--- src/rtl/switch_reader.sv ---
// switch_reader: board switch input conditioning.
// Two-flop synchronizer, per-bit debounce counter, registered rise/fall
// pulses and a single-entry change-event register with valid/ready.
// Flips that arrive while an event is stalled are merged into it, so no
// change is ever dropped.

module switch_reader #(
  parameter int WIDTH           = 16,
  parameter int DEBOUNCE_CYCLES = 1000,
  parameter int CNT_W           = 16
) (
  input  logic             clk,
  input  logic             rst,
  input  logic [WIDTH-1:0] sw_in,
  output logic [WIDTH-1:0] sw_stable,
  output logic [WIDTH-1:0] rise_pulse,
  output logic [WIDTH-1:0] fall_pulse,
  output logic             evt_valid,
  input  logic             evt_ready,
  output logic [WIDTH-1:0] evt_data,
  output logic [WIDTH-1:0] evt_mask,
  output logic             evt_coalesced
);

  // Terminal count: the flip happens on the edge where the counter already
  // holds this value, so the counter itself never exceeds it.
  localparam logic [CNT_W-1:0] CNT_MAX = CNT_W'(DEBOUNCE_CYCLES - 1);

  logic [WIDTH-1:0] sync1;
  logic [WIDTH-1:0] sync2;
  logic [CNT_W-1:0] cnt     [WIDTH];
  logic [CNT_W-1:0] cnt_nxt [WIDTH];
  logic [WIDTH-1:0] stable_nxt;
  logic [WIDTH-1:0] rise_nxt;
  logic [WIDTH-1:0] fall_nxt;

  logic [WIDTH-1:0] flip_vec;
  logic             accept;
  logic             evt_valid_nxt;
  logic [WIDTH-1:0] evt_data_nxt;
  logic [WIDTH-1:0] evt_mask_nxt;
  logic             evt_coalesced_nxt;

  // Bring raw switch levels into the clk domain; only sync2 is consumed.
  always_ff @(posedge clk) begin
    if (rst) begin
      sync1 <= '0;
      sync2 <= '0;
    end else begin
      sync1 <= sw_in;
      sync2 <= sync1;
    end
  end

  // Per-bit debounce: count consecutive cycles of disagreement, flip the
  // stable level at terminal count, restart on any agreement.
  always_comb begin
    stable_nxt = sw_stable;
    rise_nxt   = '0;
    fall_nxt   = '0;
    for (int i = 0; i < WIDTH; i++) begin
      cnt_nxt[i] = '0;
      if (sync2[i] != sw_stable[i]) begin
        if (cnt[i] == CNT_MAX) begin
          stable_nxt[i] = sync2[i];
          rise_nxt[i]   = sync2[i];
          fall_nxt[i]   = ~sync2[i];
        end else begin
          cnt_nxt[i] = cnt[i] + CNT_W'(1);
        end
      end
    end
  end

  // Debounce state and edge pulses; pulses line up with the first cycle
  // that sw_stable shows the new level.
  always_ff @(posedge clk) begin
    if (rst) begin
      sw_stable  <= '0;
      rise_pulse <= '0;
      fall_pulse <= '0;
      for (int i = 0; i < WIDTH; i++) begin
        cnt[i] <= '0;
      end
    end else begin
      sw_stable  <= stable_nxt;
      rise_pulse <= rise_nxt;
      fall_pulse <= fall_nxt;
      for (int i = 0; i < WIDTH; i++) begin
        cnt[i] <= cnt_nxt[i];
      end
    end
  end

  assign flip_vec = rise_pulse | fall_pulse;
  assign accept   = evt_valid & evt_ready;

  // Event next-state: open a fresh event when the slot is free or being
  // drained this cycle, otherwise merge into the stalled one.
  always_comb begin
    evt_valid_nxt     = evt_valid;
    evt_data_nxt      = evt_data;
    evt_mask_nxt      = evt_mask;
    evt_coalesced_nxt = evt_coalesced;
    if (flip_vec != '0) begin
      evt_valid_nxt = 1'b1;
      evt_data_nxt  = sw_stable;
      if (!evt_valid || accept) begin
        evt_mask_nxt      = flip_vec;
        evt_coalesced_nxt = 1'b0;
      end else begin
        evt_mask_nxt      = evt_mask | flip_vec;
        evt_coalesced_nxt = 1'b1;
      end
    end else if (accept) begin
      evt_valid_nxt = 1'b0;
    end
  end

  // Event register; mask/data/coalesced simply hold after acceptance.
  always_ff @(posedge clk) begin
    if (rst) begin
      evt_valid     <= 1'b0;
      evt_data      <= '0;
      evt_mask      <= '0;
      evt_coalesced <= 1'b0;
    end else begin
      evt_valid     <= evt_valid_nxt;
      evt_data      <= evt_data_nxt;
      evt_mask      <= evt_mask_nxt;
      evt_coalesced <= evt_coalesced_nxt;
    end
  end

endmodule
--- config.mk ---
export PLATFORM = sky130hd
export DESIGN_NAME = switch_reader
export DESIGN_NICKNAME = d
export VERILOG_FILES = /design/src/rtl/switch_reader.sv
export SDC_FILE = /design/constraint.sdc
export NUM_CORES = 1
export LEC_CHECK = 0
export CAP_MARGIN = 20
export CORE_MARGIN = 1.5
export CORE_UTILIZATION = 24
export CTS_BUF_LIST = sky130_fd_sc_hd__clkbuf_8 sky130_fd_sc_hd__clkbuf_16
export DETAILED_ROUTE_END_ITERATION = 12
export DONT_BUFFER_PORTS = 1
export PLACE_DENSITY = 0.36
export SYNTH_ARGS = -nofsm -noshare
export SYNTH_HDL_FRONTEND = slang
export SYNTH_SLANG_ARGS = --single-unit
export TNS_END_PERCENT = 20
--- constraint.sdc ---
create_clock -name clk -period 1.8 [get_ports clk]
set_input_delay 0.36 -clock clk [delete_from_list [all_inputs] [get_ports clk]]
set_output_delay 0.36 -clock clk [all_outputs]
set_load 0.02 [all_outputs]
==> summary.txt, run 1 <==
Status
  • Status: complete, but fails checks
  • Failing checks: negative hold slack, negative setup slack

Synthesis
  • Synthesis-stage register bit count: 370
  • Synth top area cells: dfxtp_1, xnor2_1, nor2_1
  • Yosys cell types: 45
  • Post-synth EDFFs: 0
  • Ys flop type: dfxtp_1
  • Async SR Flop Fraction: 0%
  • Post-Syn Nets: approximately 1,700
  • Post-synthesis sequential area ratio: 48.53%
  • YS warnings: 0
  • Syn avg cell area: 8.984 sq um
  • Mapped cell area: 15,260 sq um
  • Yosys top cell by area: dfxtp_1
  • Cells after Synth: 1,699
  • Top cell type's share of synthesized area: 48.53%

Setup path
  • Worst path required time: approximately 2.3 ns
  • Critical Path Sink: sw_stable[6]
  • R2R Path Start: cnt[0][107]
  • Flop2flop setup slack: -0.03 ns
  • Arr. time, crit path: 2.29 ns
  • Worst r2r dst: sw_stable[6]
  • Worst Setup SP: cnt[0][107]
  • Reg2reg path depth: 5
  • Crit start category: flip-flop
  • Worst-path fanout max: 3
  • Crit end category: flip-flop
  • Critical setup path kind: reg2reg

STA
  • Fmax: 0.5455 GHz
  • Actual slew at the worst max-slew pin: 0.6150 ns
  • Sum Neg Setup Slack: -0.08653 ns
  • Min Tclk post-route: ~1.8 ns
  • RSZ-0062 raised after global routing: yes
  • Period utilization: 101.8%
  • Final setup violating endpoints: 5
  • Hold Slack: -0.1405 ns
  • Hold Vio Cnt, Final: 15
  • Fin Clk Skew: roughly 0.033 ns
  • Rel. slew slack: about three fifths
  • Fin. max-slew vios: 0
  • Final WS setup: -0.03317 ns

Floorplan
  • Core ar.: about 63,000 sq um
  • Die height: 255.2 um
  • Ports: 101
  • Horiz. Die Dim: 255.2 um
  • Site Rows: a little over 90
  • DIE AREA: ~65,000 sq um
  • Initial core utilization: 24.24%

GRT
  • Met1 Usage GRT: between 10% and 20%
  • Number of global-route vias before repair: 12,310
  • Gr usage total: 12.49%
  • Largest net degree at the start of global routing: 129
  • Grt ovf: 0
  • Initial antenna violation count: 0
  • First-pass GRT wire length: 64,930 um
  • Global routing's busiest layer: met2
  • Met3 usage: 3.417%
  • Global Route met2 Usage: 20.22%

Detailed routing
  • Drt pass-1 iters: 5
  • DR vias: ~13,000
  • DR iter-0 viols: 482
  • Routed wire length: 40,220 um
  • DR WL/cell: 14.23 um
  • Final ANT Viol Nets: 0
  • DRC viols: 0
  • Via density: 4.430

Cells and area
  • Syn-to-layout area delta: 30.94%
  • # fillers: about 6,600
  • Share of cells above drive strength 1: between 15 and 20%
  • Util after Layout: about a third
  • Nets@finish: 1,986

Clock tree
  • CTS tree: yes
  • Clock net sink count: 370
  • Root buffer cell: clkbuf_16
  • Hold-fix buffers at CTS: 40
  • Clk pin slew, worst setup/hold paths: 0.06 ns
  • CTS Buf Count: 47
  • CTS H-tree depth: 2
  • Clk buf depth: 3
  • Clock insertion delay at the later pin of the skew report: 0.59 ns

Power
  • LEAKAGE: between 6 and 7 nW
  • Pwr dens: 876.0 nW/um^2
  • Peak supply drop: 0.6154 mV

Run
  • Max-cap viol count: 0

Placement
  • DP HPWL: 28,080 um
  • Port buffer count: 0
  • Routability Congestion: 0.7889

Worst hold path
  • Worst hold path type: in2reg
placed cells by master, fill, tap and decap left out, types with 5 or more instances in the layout:
master,synthesis,final
clkbuf_8,0,13
nor4_4,0,5
dfxtp_1,370,361
buf_12,0,8
inv_1,46,56
o21ai_0,32,30
nand2_1,67,66
o31ai_1,5,5
nand3_1,97,97
nor2b_1,35,35
a31o_2,6,6
mux2i_1,14,14
nor4_1,75,63
nand4_1,85,85
xnor2_1,156,156
a311oi_1,16,10
buf_4,4,200
nand2b_1,15,15
clkbuf_16,0,47
nor4b_2,5,5
or2_2,6,6
a21oi_1,43,43
nor4b_1,8,7
dlygate4sd3_1,0,40
or4_4,2,13
xor2_1,58,58
and3_1,18,18
ha_1,16,16
nor3_1,88,88
nor2_1,298,295
dfxtp_2,0,9
nor4_2,1,8
and4_1,14,12
a311oi_2,0,6
or4_1,29,18
or3_1,19,19
final cells by class:
class,count,area (sq um),area share [%]
Timing Repair Buffer,253,2122,10.62
Clock buffer,60,1355,6.780
Tap cell,846,1059,5.296
Clock inverter,18,142.6,0.7137
Multi-Input combinational cell,1233,7714,38.60
Sequential cell,370,7418,37.12
Antenna cell,1,2.502,0.01252
Inverter,46,172.7,0.8640
cell usage after synthesis (2+ instances only):
cell / count
clkbuf_1: 30
buf_4: 4
or4_1: 29
nand4b_1: 3
buf_1: 4
nor2_1: 298
ha_1: 16
inv_1: 46
or2_2: 6
buf_6: 5
and3_1: 18
nor4_1: 75
nand4_1: 85
buf_2: 8
nor4b_2: 5
nor4b_1: 8
nor3b_1: 4
nand2_4: 4
nor4bb_1: 3
o31ai_1: 5
mux2i_1: 14
a311oi_1: 16
xor2_1: 58
and2_1: 3
nor2b_1: 35
nor3_1: 88
dfxtp_1: 370
xnor2_1: 156
o21ai_0: 32
and4_1: 14
a21oi_1: 43
nand2_1: 67
a31o_2: 6
nand3_1: 97
or3_1: 19
nand2b_1: 15
or4_4: 2
cell families (layout without fill, tap and decap cells):
family                   Yosys count  in the layout  share of synthesized area [%]
AND/OR/NAND/NOR                  883            885                          29.99
flip-flops                       370            370                          48.53
XOR/XNOR                         214            214                          12.28
AO/OA/AOI/OAI                    104            104                          4.082
buffers and inverters             98            377                          2.894
adder cells (fa/ha/maj)           16             16                          1.312
multiplexers                      14             14                         0.9181
other                              0              1                              0
metal layers:
| layer | part of all wire, % | up-vias |
|---|---|---|
| met2 | 45 | 179 |
| met4 | 2.7 | 0 |
| met3 | 5.6 | 64 |
| met5 | 0 | - |
| met1 | 47 | 5823 |
| li1 | - | 6459 |
stage by stage:
step	setup slack (ns)	instance area, sq um	total power, mW	instances
2_1_floorplan	-0.03927	15280	8.575	1699
3_3_place_gp	-0.3007	17750	8.587	2705
3_5_place_dp	-0.2794	17750	8.588	2705
4_1_cts	-0.02115	19750	17.97	2823
5_1_grt	-0.07632	19980	18.28	2826
6_report	-0.03317	19990	17.51	2827
power breakdown:
group,switching (mW),leakage [nW],internal (mW)
sequential,0.0285,2.99,8.24
combinational,0.0858,2.90,0.111
clock,3.64,0.779,5.40
flip-flops by register name, indices dropped and copies added (netlist names):
register / flops
evt_data: 16
evt_valid: 1
sync2: 16
sync1: 16
fall_pulse: 16
cnt: 256
sw_stable: 16
evt_coalesced: 1
evt_mask: 16
rise_pulse: 16
repair_timing:
| action | in CTS | in global routing |
|---|---|---|
| hold endpoints to repair | 115 | 73 |
| cloned | 0 | 2 |
| resized for setup | 18 | 45 |
| setup endpoints to repair | 141 | 157 |
| buffers inserted | 0 | 1 |
| pin swaps | 2 | 22 |
critical path: stages (launching register included):
cell	delay, ns
dfxtp_1	0.31
or4_4	0.53
or4_4	0.55
buf_6	0.14
mux2i_1	0.13
nor2_1	0.05
worst min-delay path by stage:
stage / from / to / cells past startpoint
CTS: rst / sw_stable[7] / 1
floorplan: cnt[1][112] / cnt[1][112] / 1
global route: rst / sw_stable[0] / 1
finish: rst / sw_stable[0] / 1
global placement: sync1[6] / sync2[6] / 1
detailed placement: sync1[6] / sync2[6] / 1
No activity file was read; power rests on OpenSTA's default activity.
==> inputs of run 2 (changes only) <==
Settings changed: CTS_BUF_LIST sky130_fd_sc_hd__clkbuf_8 sky130_fd_sc_hd__clkbuf_16 to sky130_fd_sc_hd__clkbuf_16, PLACE_DENSITY 0.36 to 0.35.
Clock period 1.8 ns to 2.37 ns, I/O delays scaled along.
==> summary.txt, run 2 (synthesis results as in run 1) <==
Power
  • Sequential share of power: 50.0% (+2.8 points)
  • Clock Power Share: 49.1% (-2.6 points)
  • Pwr dens: 708.3 nW/um^2 (-19%)
  • Cell-internal power: 9.806 mW (-29%)
  • LEAKAGE: 5.382 nW (-19%)
  • Psw: 2.752 mW (-27%)
  • Power, Total: 12.56 mW (-28%)
  • Peak supply drop: 0.3787 mV (-38%)
  • Combinational fraction of design power: 0.9% (-0.2 points)
  • Switching part of the total: 21.91% (+0.45 points)

STA
  • Min Tclk post-route: 2.068 ns (+0.2350 ns)
  • Actual slew at the worst max-slew pin: 0.6417 ns (+0.02666 ns)
  • Final setup violating endpoints: 0 (-5)
  • Hold Vio Cnt, Final: 0 (-15)
  • RSZ-0062 raised after global routing: no
  • Sum Neg Setup Slack: 0 ns (+0.08653 ns)
  • Fin Clk Skew: 0.01727 ns (-0.01600 ns)
  • Fin. max-slew vios: 0 (unchanged)
  • Hold Slack: 0.03958 ns (+0.1800 ns)
  • Period utilization: 87.26% (-15 points)
  • Rel. slew slack: 57.08% (-1.8 points)
  • Fmax: 0.4835 GHz (-11%)

Placement
  • Routability Congestion: 0.7600 (-3.7%)
  • DP HPWL: 25,880 um (-7.8%)
  • Port buffer count: 0 (unchanged)

Floorplan
  • Initial core utilization: 24.24% (unchanged)
  • Ports: 101 (unchanged)
  • Horiz. Die Dim: 255.2 um (unchanged)
  • Die height: 255.2 um (unchanged)
  • Core ar.: 62,970 sq um (unchanged)
  • DIE AREA: 65,120 sq um (unchanged)
  • Site Rows: 92 (unchanged)

Detailed routing
  • Routed wire length: 38,700 um (-3.8%)
  • Via density: 4.533 (+2.3%)
  • Drt pass-1 iters: 4 (-1)
  • DR iter-0 viols: 462 (-4.1%)
  • DRC viols: 0 (unchanged)
  • Final ANT Viol Nets: 0 (unchanged)
  • DR WL/cell: 14.78 um (+3.9%)
  • DR vias: 11,870 (-5.2%)

Setup path
  • Reg2reg path depth: 6 (+1)
  • R2R Path Start: fall_pulse[12]
  • Worst-path fanout max: 9 (+6)
  • Crit-path cells: nor4_1, buf_4, and4_1, nand2_1, buf_4, a311oi_1
  • Slowest CP cell: nor4_1
  • Critical setup path kind: reg2reg
  • Flop2flop setup slack: 0.30 ns (+0.34 ns)
  • Arr. time, crit path: 2.53 ns (+0.24 ns)
  • Crit end category: flip-flop
  • Crit start category: flip-flop
  • Crit path largest cell delay: 0.41 ns (-0.14 ns)
  • Worst path required time: 2.83 ns (+0.58 ns)
  • Critical Path Most Common Cell: buf_4
  • Worst r2r dst: evt_mask[11]

GRT
  • Largest net degree at the start of global routing: 80 (-38%)
  • Number of global-route vias before repair: 11,360 (-7.7%)
  • First-pass GRT wire length: 62,360 um (-4.0%)
  • Gr usage total: 11.97% (-0.52 points)
  • Grt ovf: 0 (unchanged)
  • Initial antenna violation count: 1 (+1)

Cells and area
  • Nets@finish: 1,778 (-10%)
  • Diode count: 0 (-1)
  • Largest Register: cnt
  • Most frequent cells in the layout: dfxtp_1, nor2_1, xnor2_1, nand3_1, nor3_1
  • Share of cells above drive strength 1: 7.219% (-11 points)
  • Commonest non-fill, non-tap cell in the layout: dfxtp_1
  • Util after Layout: 28.16% (-3.6 points)
  • Syn-to-layout area delta: 16.17%
  • Max FFs per register: 256 (unchanged)

Clock tree
  • Root buffer cell: clkbuf_16
  • CTS H-tree depth: 2 (unchanged)
  • CTS Buf Count: 44 (-6.4%)
  • CTS tree: yes
  • Clock insertion delay at the later pin of the skew report: 0.56 ns (-0.03 ns)
  • Clk buf depth: 3 (unchanged)
  • Clk pin slew, worst setup/hold paths: 0.06 ns (about the same)
  • Clock net sink count: 370 (unchanged)

Run
  • Max-cap viol count: 0 (unchanged)

Worst hold path
  • Hold path start: rst
  • Worst hold path type: in2reg
  • Hold depth: 1 (unchanged)
  • Worst Hold End: sync1[0]

Status
  • Status: finished clean
-- run 2: area by class of cell --
type	instances	area, sq um
Timing Repair Buffer	50	400.4
Fill cell	6768	45230
Sequential cell	370	7407
Inverter	46	172.7
Multi-Input combinational cell	1231	7415
Clock inverter	31	151.4
Clock buffer	45	1126
Tap cell	846	1059
-- run 2: critical path: cells and delay by family, from the launching register on --
| kind | cells | cell delay, ns |
|---|---|---|
| AND/OR/NAND/NOR | 3 | 0.96 |
| buffers and inverters | 2 | 0.44 |
| flip-flops | 1 | 0.31 |
| AO/OA/AOI/OAI | 1 | 0.25 |
-- run 2: worst max-delay path by stage --
| stage | cells past startpoint | startpoint | endpoint |
|---|---|---|---|
| floorplan | 6 | cnt[1][59] | cnt[1][57] |
| global route | 6 | fall_pulse[12] | evt_mask[13] |
| finish | 6 | fall_pulse[12] | evt_mask[11] |
| detailed placement | 6 | fall_pulse[12] | evt_mask[0] |
| global placement | 6 | fall_pulse[12] | evt_mask[1] |
| CTS | 6 | fall_pulse[12] | evt_mask[13] |
-- run 2: repair_timing --
| item | in CTS | in global routing |
|---|---|---|
| setup buffers | 0 | 0 |
| hold buffers | 3 | 0 |
| gates resized for setup | 0 | 0 |
| hold endpoints to repair | 45 | 0 |
-- run 2: layer usage --
metal / vias to the layer above / GRT usage [%] / wire length, um
met5: - / 0 / 12
met4: 2 / 3.550 / 805
met3: 53 / 3.427 / 2444
met2: 209 / 18.63 / 16850
met1: 5548 / 16.00 / 18590
li1: 6060 / - / -
-- run 2: through the flow --
stage	instance area [sq um]	setup slack (ns)	cells
2_1_floorplan	15260	0.5271	1699
3_5_place_dp	16410	0.3052	2540
6_report	17730	0.3019	2619
3_3_place_gp	16410	0.3263	2540
4_1_cts	17730	0.2700	2619
5_1_grt	17730	0.1651	2619
-- run 2: power groups by stage --
| stage | logic (mW) | clock network (mW) | registers (mW) |
|---|---|---|---|
| after detailed placement | 0.0938 | 0 | 6.41 |
| after global routing | 0.133 | 6.73 | 6.28 |
| after CTS | 0.122 | 6.49 | 6.28 |
| final | 0.117 | 6.16 | 6.28 |
| after floorplan | 0.106 | 0 | 6.41 |
| after global placement | 0.0927 | 0 | 6.41 |
